$ cat src/rtl/divider_inverse_mul_pkg.sv
// Shared definitions for the divider / inverse-multiplier pair.
//   state_t        : engine state (IDLE, RUN, DONE), also exported for debug
//   WQ_DEF, WB_DEF : default quotient and divisor/remainder widths
//   calc_dividend  : reference reconstruction Q*B+R at the default widths
package divider_pkg;

    localparam int WQ_DEF = 4;
    localparam int WB_DEF = 2;

    typedef enum logic [1:0] {
        IDLE = 2'd0,
        RUN  = 2'd1,
        DONE = 2'd2
    } state_t;

    function automatic logic [WQ_DEF+WB_DEF-1:0] calc_dividend(
        input logic [WQ_DEF-1:0] q,
        input logic [WB_DEF-1:0] b,
        input logic [WB_DEF-1:0] r
    );
        logic [WQ_DEF+WB_DEF-1:0] prod;
        prod = {{WB_DEF{1'b0}}, q} * {{WQ_DEF{1'b0}}, b};
        return prod + {{WQ_DEF{1'b0}}, r};
    endfunction

endpackage

$ cat src/rtl/divider_inverse_mul_if.sv
// Operand/result bus of the inverse multiplier.
// Handshake: a transfer happens on a rising clk edge where valid and ready are
// both high; the producer holds valid and its payload stable until that edge.
//   in_valid/in_ready/q_in/b_in/r_in : operand channel (master -> slave)
//   out_valid/out_ready/p_out/rem_err: result channel  (slave -> master)
interface divider_inverse_mul_if
    import divider_pkg::*;
#(
    parameter int WQ = WQ_DEF,
    parameter int WB = WB_DEF
);
    logic             in_valid;
    logic             in_ready;
    logic [WQ-1:0]    q_in;
    logic [WB-1:0]    b_in;
    logic [WB-1:0]    r_in;
    logic             out_valid;
    logic             out_ready;
    logic [WQ+WB-1:0] p_out;
    logic             rem_err;

    modport master (
        output in_valid, q_in, b_in, r_in, out_ready,
        input  in_ready, out_valid, p_out, rem_err
    );

    modport slave (
        input  in_valid, q_in, b_in, r_in, out_ready,
        output in_ready, out_valid, p_out, rem_err
    );
endinterface

$ cat src/rtl/divider_inverse_mul_mul_step.sv
// One shift-and-add iteration: acc_next = acc + (q << shift) when add_en.
//   acc      : running accumulator (WQ+WB bits)
//   q        : quotient operand
//   add_en   : divisor bit selected for this iteration
//   shift    : iteration index, i.e. weight of that divisor bit
//   acc_next : accumulator after this iteration
module mul_step
    import divider_pkg::*;
#(
    parameter int WQ = WQ_DEF,
    parameter int WB = WB_DEF,
    parameter int CW = 1
) (
    input  logic [WQ+WB-1:0] acc,
    input  logic [WQ-1:0]    q,
    input  logic             add_en,
    input  logic [CW-1:0]    shift,
    output logic [WQ+WB-1:0] acc_next
);
    logic [WQ+WB-1:0] q_ext;
    logic [WQ+WB-1:0] partial;

    assign q_ext    = {{WB{1'b0}}, q};
    assign partial  = q_ext << shift;
    // Width WQ+WB cannot overflow: Q*B+R <= (2^WQ-1)(2^WB-1)+2^WB-1 < 2^(WQ+WB).
    assign acc_next = add_en ? (acc + partial) : acc;
endmodule

$ cat src/rtl/divider_inverse_mul.sv
// Sequential reconstructor P = Q*B + R, the round-trip partner of the 4-by-2
// divider. Accepts one operand set in IDLE, spends exactly WB RUN cycles
// adding shifted copies of Q for each set bit of B, then holds the result in
// DONE until the consumer takes it. rem_err flags R >= B (always when B == 0)
// but does not suppress the result.
//   clk, rst_n : clock, asynchronous active-low reset
//   bus        : operand/result handshake bus (slave side)
//   state_dbg  : current engine state
module divider_inverse_mul
    import divider_pkg::*;
#(
    parameter int WQ = WQ_DEF,
    parameter int WB = WB_DEF
) (
    input  logic                   clk,
    input  logic                   rst_n,
    divider_inverse_mul_if.slave   bus,
    output state_t                 state_dbg
);
    localparam int W  = WQ + WB;
    localparam int CW = (WB > 1) ? $clog2(WB) : 1;

    state_t        state_q;
    state_t        state_d;
    logic [WQ-1:0] q_reg;
    logic [WB-1:0] b_reg;
    logic [W-1:0]  acc;
    logic [W-1:0]  acc_next;
    logic [CW-1:0] cnt;
    logic          err_reg;
    logic          accept;
    logic          last_iter;

    // in_valid only counts in IDLE; out_ready only counts in DONE.
    assign accept    = bus.in_valid && (state_q == IDLE);
    assign last_iter = (cnt == CW'(WB - 1));

    mul_step #(
        .WQ (WQ),
        .WB (WB),
        .CW (CW)
    ) u_step (
        .acc      (acc),
        .q        (q_reg),
        .add_en   (b_reg[cnt]),
        .shift    (cnt),
        .acc_next (acc_next)
    );

    always_ff @(posedge clk or negedge rst_n) begin
        if (!rst_n) begin
            state_q <= IDLE;
        end else begin
            state_q <= state_d;
        end
    end

    always_comb begin
        state_d = state_q;
        case (state_q)
            IDLE: if (accept)        state_d = RUN;
            RUN:  if (last_iter)     state_d = DONE;
            DONE: if (bus.out_ready) state_d = IDLE;
            default:                 state_d = IDLE;
        endcase
    end

    always_ff @(posedge clk or negedge rst_n) begin
        if (!rst_n) begin
            q_reg   <= '0;
            b_reg   <= '0;
            acc     <= '0;
            cnt     <= '0;
            err_reg <= 1'b0;
        end else begin
            case (state_q)
                IDLE: begin
                    if (accept) begin
                        q_reg   <= bus.q_in;
                        b_reg   <= bus.b_in;
                        acc     <= {{WQ{1'b0}}, bus.r_in};
                        cnt     <= '0;
                        err_reg <= (bus.r_in >= bus.b_in);
                    end
                end
                RUN: begin
                    acc <= acc_next;
                    cnt <= last_iter ? '0 : cnt + CW'(1);
                end
                default: ;
            endcase
        end
    end

    // Result pins are forced to zero outside DONE so a partial accumulator
    // is never visible.
    assign bus.in_ready  = (state_q == IDLE);
    assign bus.out_valid = (state_q == DONE);
    assign bus.p_out     = (state_q == DONE) ? acc : '0;
    assign bus.rem_err   = (state_q == DONE) && err_reg;
    assign state_dbg     = state_q;
endmodule

$ cat src/flat_wrapper.sv
// flat-port wrapper written by rule: the top's interface ports become plain ports
module divider_inverse_mul_flat import divider_pkg::*;
#(
    parameter int WQ = WQ_DEF,
    parameter int WB = WB_DEF
)
  (clk, rst_n, state_dbg, bus_in_valid, bus_q_in, bus_b_in, bus_r_in, bus_out_ready, bus_in_ready, bus_out_valid, bus_p_out, bus_rem_err);
  divider_inverse_mul_if #(.WQ(WQ), .WB(WB)) bus_i ();
  input  logic clk;
  input  logic rst_n;
  output state_t state_dbg;
  input wire logic [$bits(bus_i.in_valid)-1:0] bus_in_valid;
  input wire logic [$bits(bus_i.q_in)-1:0] bus_q_in;
  input wire logic [$bits(bus_i.b_in)-1:0] bus_b_in;
  input wire logic [$bits(bus_i.r_in)-1:0] bus_r_in;
  input wire logic [$bits(bus_i.out_ready)-1:0] bus_out_ready;
  output wire logic [$bits(bus_i.in_ready)-1:0] bus_in_ready;
  output wire logic [$bits(bus_i.out_valid)-1:0] bus_out_valid;
  output wire logic [$bits(bus_i.p_out)-1:0] bus_p_out;
  output wire logic [$bits(bus_i.rem_err)-1:0] bus_rem_err;
  assign bus_i.in_valid = bus_in_valid;
  assign bus_i.q_in = bus_q_in;
  assign bus_i.b_in = bus_b_in;
  assign bus_i.r_in = bus_r_in;
  assign bus_i.out_ready = bus_out_ready;
  assign bus_in_ready = bus_i.in_ready;
  assign bus_out_valid = bus_i.out_valid;
  assign bus_p_out = bus_i.p_out;
  assign bus_rem_err = bus_i.rem_err;
  divider_inverse_mul #(.WQ(WQ), .WB(WB)) u_core (.clk(clk), .rst_n(rst_n), .bus(bus_i), .state_dbg(state_dbg));
endmodule
$ cat config.mk
export PLATFORM = sky130hd
export DESIGN_NAME = divider_inverse_mul_flat
export DESIGN_NICKNAME = d
export VERILOG_FILES = /design/src/rtl/divider_inverse_mul_pkg.sv /design/src/rtl/divider_inverse_mul_if.sv /design/src/rtl/divider_inverse_mul_mul_step.sv /design/src/rtl/divider_inverse_mul.sv /design/src/flat_wrapper.sv
export SDC_FILE = /design/constraint.sdc
export NUM_CORES = 1
export LEC_CHECK = 0
export BUFFER_PORTS_ARGS = -buffer_cell sky130_fd_sc_hd__buf_2
export CAP_MARGIN = 15
export CORE_AREA = 2 2 51 53
export DETAILED_ROUTE_END_ITERATION = 8
export DIE_AREA = 0 0 53 55
export PLACE_DENSITY = 0.84
export SETUP_SLACK_MARGIN = 0.1
export SYNTH_ARGS = -nofsm -noshare
export SYNTH_HDL_FRONTEND = slang
export SYNTH_HIERARCHICAL = 1
export SYNTH_SLANG_ARGS = --single-unit
$ cat constraint.sdc
create_clock -name clk -period 2.2 [get_ports clk]
set_input_delay 0.44 -clock clk [delete_from_list [all_inputs] [get_ports clk]]
set_output_delay 0.44 -clock clk [all_outputs]
set_load 0.05 [all_outputs]
# Word level (Yosys, flattened, before mapping)
# Index checks and enable logic that the tools add are counted.
# Widths: inputs -> output; s select.
# classes
n_addsub	2
n_lt_le_gt_ge	2
n_eq_ne	6
shift	1
muxes	13
n_reduce_logical	8
# op_table
operator	n
$mux 6	3
$pmux 6 s2	1
$add 6x6->6	1
$mux 2	3
$pmux 2 s3	1
$reduce_and 3->1	2
$shl 4x1->6	1
$mux 1	4
$ne 2x1->1 const B	2
$ne 2x2->1 const B	2
$reduce_and 2->1	2
$eq 2x1->1 const B	1
$eq 2x2->1 const B	1
$ge 2x2->1	1
$logic_and 1x1->1	2
$logic_not 2->1	1
$lt 1x2->1 const B	1
$pmux 1 s2	1
$reduce_bool 2->1	1
$add 1x1->1 const B	1
# word_totals
register_bits	16
input_bits	12
out_inout_bits	11
elab_cells	38

# Depth between registers and ports, before layout
# logic_depth
ltp_word	4
depth_mapped	9
mapped_depth_nobuf	9

# Modules after synthesis
# Netlist, hierarchy kept.
# by_module_without_submodules
module	instances	cells_per_inst	area_each_um2	seq_area_each_um2
divider_inverse_mul	1	64	759.5	400.4
mul_step	1	40	330.3	0.0

# Least setup slack after synthesis
# Ideal clock, no wire load.
# synth_timing
kind	reg-to-output
from	reg u_core.state_q[1], in the netlist u_core/state_dbg[1]
to	out bus_p_out[0]
arrival_time_ps	1818
required_time_ps	1760
slack_ps	-58
path_stages_with_launch	5
path_buffers	2
path_cell_list	dfrtp_1 -> clkbuf_2 -> nor2b_1 -> clkbuf_2 -> and2_1
# synth_via
elab_chain_len	2
# synth_rtl
element	line	rtl
from (decl)	divider_inverse_mul.sv:23	state_t state_q;
from (signal assigned)	divider_inverse_mul.sv:54	state_q <= state_d;
$eq 2x2->1	n/a	
via bus_out_valid	flat_wrapper.sv:18	output wire logic [$bits(bus_i.out_valid)-1:0] bus_out_valid;
$mux 6	divider_inverse_mul.sv:99	assign bus.p_out = (state_q == DONE) ? acc : '0;
to (decl)	flat_wrapper.sv:19	output wire logic [$bits(bus_i.p_out)-1:0] bus_p_out;
# The timed path passes the listed nets, and every way through them passes these cells.

# Final worst setup path
# layout_timing
from	reg u_core.cnt
to	reg u_core.acc[4]
# layout_via
elab_chain_len	4
word_cells_on_any_way	8
classes_between	add/sub: 1; eq/ne: 1; shift: 1; mux: 4; reduce/logical: 1
# layout_rtl
element	line	rtl
from (decl)	divider_inverse_mul.sv:29	logic [CW-1:0] cnt;
from (signal assigned)	divider_inverse_mul.sv:88	cnt <= last_iter ? '0 : cnt + CW'(1);
$shl 4x1->6	divider_inverse_mul_mul_step.sv:24	assign partial = q_ext << shift;
$add 6x6->6	divider_inverse_mul_mul_step.sv:26	assign acc_next = add_en ? (acc + partial) : acc;
$mux 6	divider_inverse_mul_mul_step.sv:26	
via u_core.acc_next[4]	divider_inverse_mul.sv:28	logic [W-1:0] acc_next;
$pmux 6 s2	divider_inverse_mul.sv:76	case (state_q)
to (signal assigned)	divider_inverse_mul.sv:81	acc <= {{WQ{1'b0}}, bus.r_in};
to (signal assigned)	divider_inverse_mul.sv:87	acc <= acc_next;
to (decl)	divider_inverse_mul.sv:27	logic [W-1:0] acc;
# The timed path passes the listed nets, and every way through them passes these cells. The select of a mux whose other input is x is not followed.
# A chain may end at the register's enable or synchronous reset.

==> results.ini <==
[cells_and_area]
largest_register_ff_count=6
nNetsFinal=150
areaGrowthSynthToFinish_pct=18.7
drive_gt1_frac=0.434
fin_util=0.547
antenna_cells=0
final_cells=159

[timing]
relSlewSlack=0.712
rsz0062_at_grt=true
fin_crit_sh=0.994
finalHoldViolCount=0
fin_skew_ns=0.00975
finalMaxSlewViolations=0
clock.fmax_ghz=0.457
worst_pin_slew_ns=0.430
min_period_ns=2.19
setup_violations=0

[floorplanning]
io_pins=23
rows=18
start_util=0.461
die_w_um=53
chipHeight_um=55
die_area_sq_um=2920
fp.coreArea_sq_um=2360

[synthesis]
avgSynthCellArea_sq_um=10.5
syn_nets=124
yosysTopAreaCell=dfrtp_1
synth-seq-cells=16
yosysTopAreaCellShare=0.367
netlist_top_cells_area=dfrtp_1 37%, mux2_2 12%, ha_1 8.0%
synth-seq-area-share=0.367
synthArstFlopShare=1.00
yosys_warnings=6
ys.flop_type=dfrtp_1
netlist_area_sq_um=1090
syn_inst=104
ys_types=33
synth_edf_count=0

[flow_run]
max_cap_violations=0

[worst_setup_path]
r2r-end=u_core/acc[4]
path_cells=mux2_4 -> ha_4 -> nor2b_1 -> o21a_1 -> or3_1 -> a31o_1 -> a22o_1
cpPeakStageDelay_ns=0.48
crit_arrival_ns=2.36
path_class=reg2reg
slowest_stage=dfrtp_2
start_kind=register
r2r_cells=7
cp-end-kind=register
crit_fanout=6
cp.required_ns=2.37
rr_startpoint=u_core/cnt
r2r_setup_slack_ns=0.01

[route]
met3_length_um=87
drt_iter0_drc=31
routed-wl-met2_um=1120
first_pass_iters=4
wl_met1_um=995
ant_nets=0
drcViolationCount=0
route.top_layer_used=met4
wl_per_cell_um=14.0
num_vias=822
routed_wl_um=2220
routed_via_density=5.17

[min_path]
worstHoldPathType=in2async

[placement]
dpl.hpwl_um=1720
place_inst=153
portBuffers=22
gp_congestion=0.769

[pwr]
p_per_area_nw_per_um2=1650
internal-power_mw=1.18
sw_frac_of_total=0.447
power_frac_seq=0.279
power_mw=2.13
power.leakage_nw=0.616
max-vdd-ir-drop_mv=0.914
power.net_switching_mw=0.951
clock_power_share=0.077
p_comb_frac=0.644

[global_route]
grt_pass1_wl_um=3810
overflow=0
track_usage=0.181
antenna_found_initial=0
grt_max_degree=17
grt_pass1_vias=853

[cts]
clock_latency_ns=0.28
cts_buffers=3
ctsHoldBuffers=0
clock_tree.root_cell=clkbuf_4
ctsLongestPathBuffers=2
clk_pin_slew_worst_paths_ns=0.10
cts_sinks=16
htreeDepth=1
cts_tree=built

[run_status]
outcome=finished clean

## per-stage QoR
stage	cell area [sq um]	setup WS, ns	hold slack, ns	TNS, ns
floorplan	1110	0.105	0.144	0
global placement	1240	0.0732	0.364	0
detailed placement	1240	0.00822	0.364	0
CTS	1290	0.0488	0.0551	0
global route	1290	-0.0556	0.0565	-0.110
finish	1290	0.0123	0.0421	0
## power groups by stage
stage,registers [mW],clock network [mW],logic (mW)
finish,0.595,0.164,1.37
detailed placement,0.599,0,1.31
CTS,0.593,0.164,1.36
global route,0.620,0.182,1.52
floorplan,0.581,0,1.09
global placement,0.583,0,1.26
## layout by cell type, fill, tap and decap left out, types with 4 or more instances in the layout
| master | synthesis | routed |
|---|---|---|
| nor2_1 | 6 | 6 |
| ha_1 | 7 | 6 |
| a22o_1 | 4 | 4 |
| buf_2 | 1 | 22 |
| nor2b_1 | 5 | 4 |
| mux2_2 | 12 | 11 |
| and2_2 | 0 | 7 |
| dfrtp_1 | 16 | 14 |
| inv_1 | 8 | 8 |
## synth_stat cells, types with 2 or more instances
master     n
o221a_2    2
nor2b_1    5
a21oi_1    2
inv_1      8
nor2_1     6
mux2i_1    4
nand3b_1   2
ha_1       7
mux2_2    12
xnor2_1    2
nor3b_1    2
clkbuf_2   2
nand2b_1   2
nand2_1    3
a22o_1     4
and2_1     8
dfrtp_1   16
o21ai_0    2
## layer usage
| metal | track usage | up-vias |
|---|---|---|
| met4 | 0.0769 | 0 |
| met3 | 0.0188 | 4 |
| met5 | 0 | - |
| li1 | - | 415 |
| met1 | 0.226 | 384 |
| met2 | 0.319 | 19 |
## timing repair
| item | in CTS | in global routing |
|---|---|---|
| setup endpoints to repair | 2 | 2 |
| setup buffers | 2 | 0 |
| hold endpoints to repair | 0 | 0 |
| resized for setup | 2 | 1 |
| pin swaps | 1 | 0 |
## worst max-delay path by stage
stage | cells after the start | to | slack [ns] | start
final | 7 | u_core/acc[4] | 0.01 | u_core/cnt
after global routing | 8 | u_core/acc[3] | -0.06 | u_core/cnt
after CTS | 7 | u_core/acc[4] | 0.05 | u_core/cnt
after detailed placement | 7 | u_core/acc[4] | 0.008 | u_core/cnt
after global placement | 7 | u_core/acc[4] | 0.07 | u_core/cnt
after floorplan | 7 | u_core/acc[4] | 0.10 | u_core/cnt
## cell families after synthesis
family | after synthesis | synth area share
AOI/OAI and AO/OA | 18 | 0.129
xor gates and xnor gates | 2 | 0.0161
muxes | 16 | 0.161
DFF | 16 | 0.367
buffers and inverters | 12 | 0.0517
adders and majority gates | 8 | 0.0987
and+or+nand+nor | 32 | 0.177
## layout make-up
type,instances,area [sq um]
clock buffers,4,26.3
multi-input cells,76,664
flip-flops and latches,16,403
inverters,8,30.0
well taps,30,37.5
fillers,208,1070
repair buffers,25,133
## critical path, delay by kind of cell, from the launching register on
family	cells	cell delay (ns)
compound gates	3	0.60
mux	1	0.33
flops	1	0.48
simple gates	2	0.45
fa+ha+maj	1	0.23
Note: power is estimated with default switching activity, not from simulation.
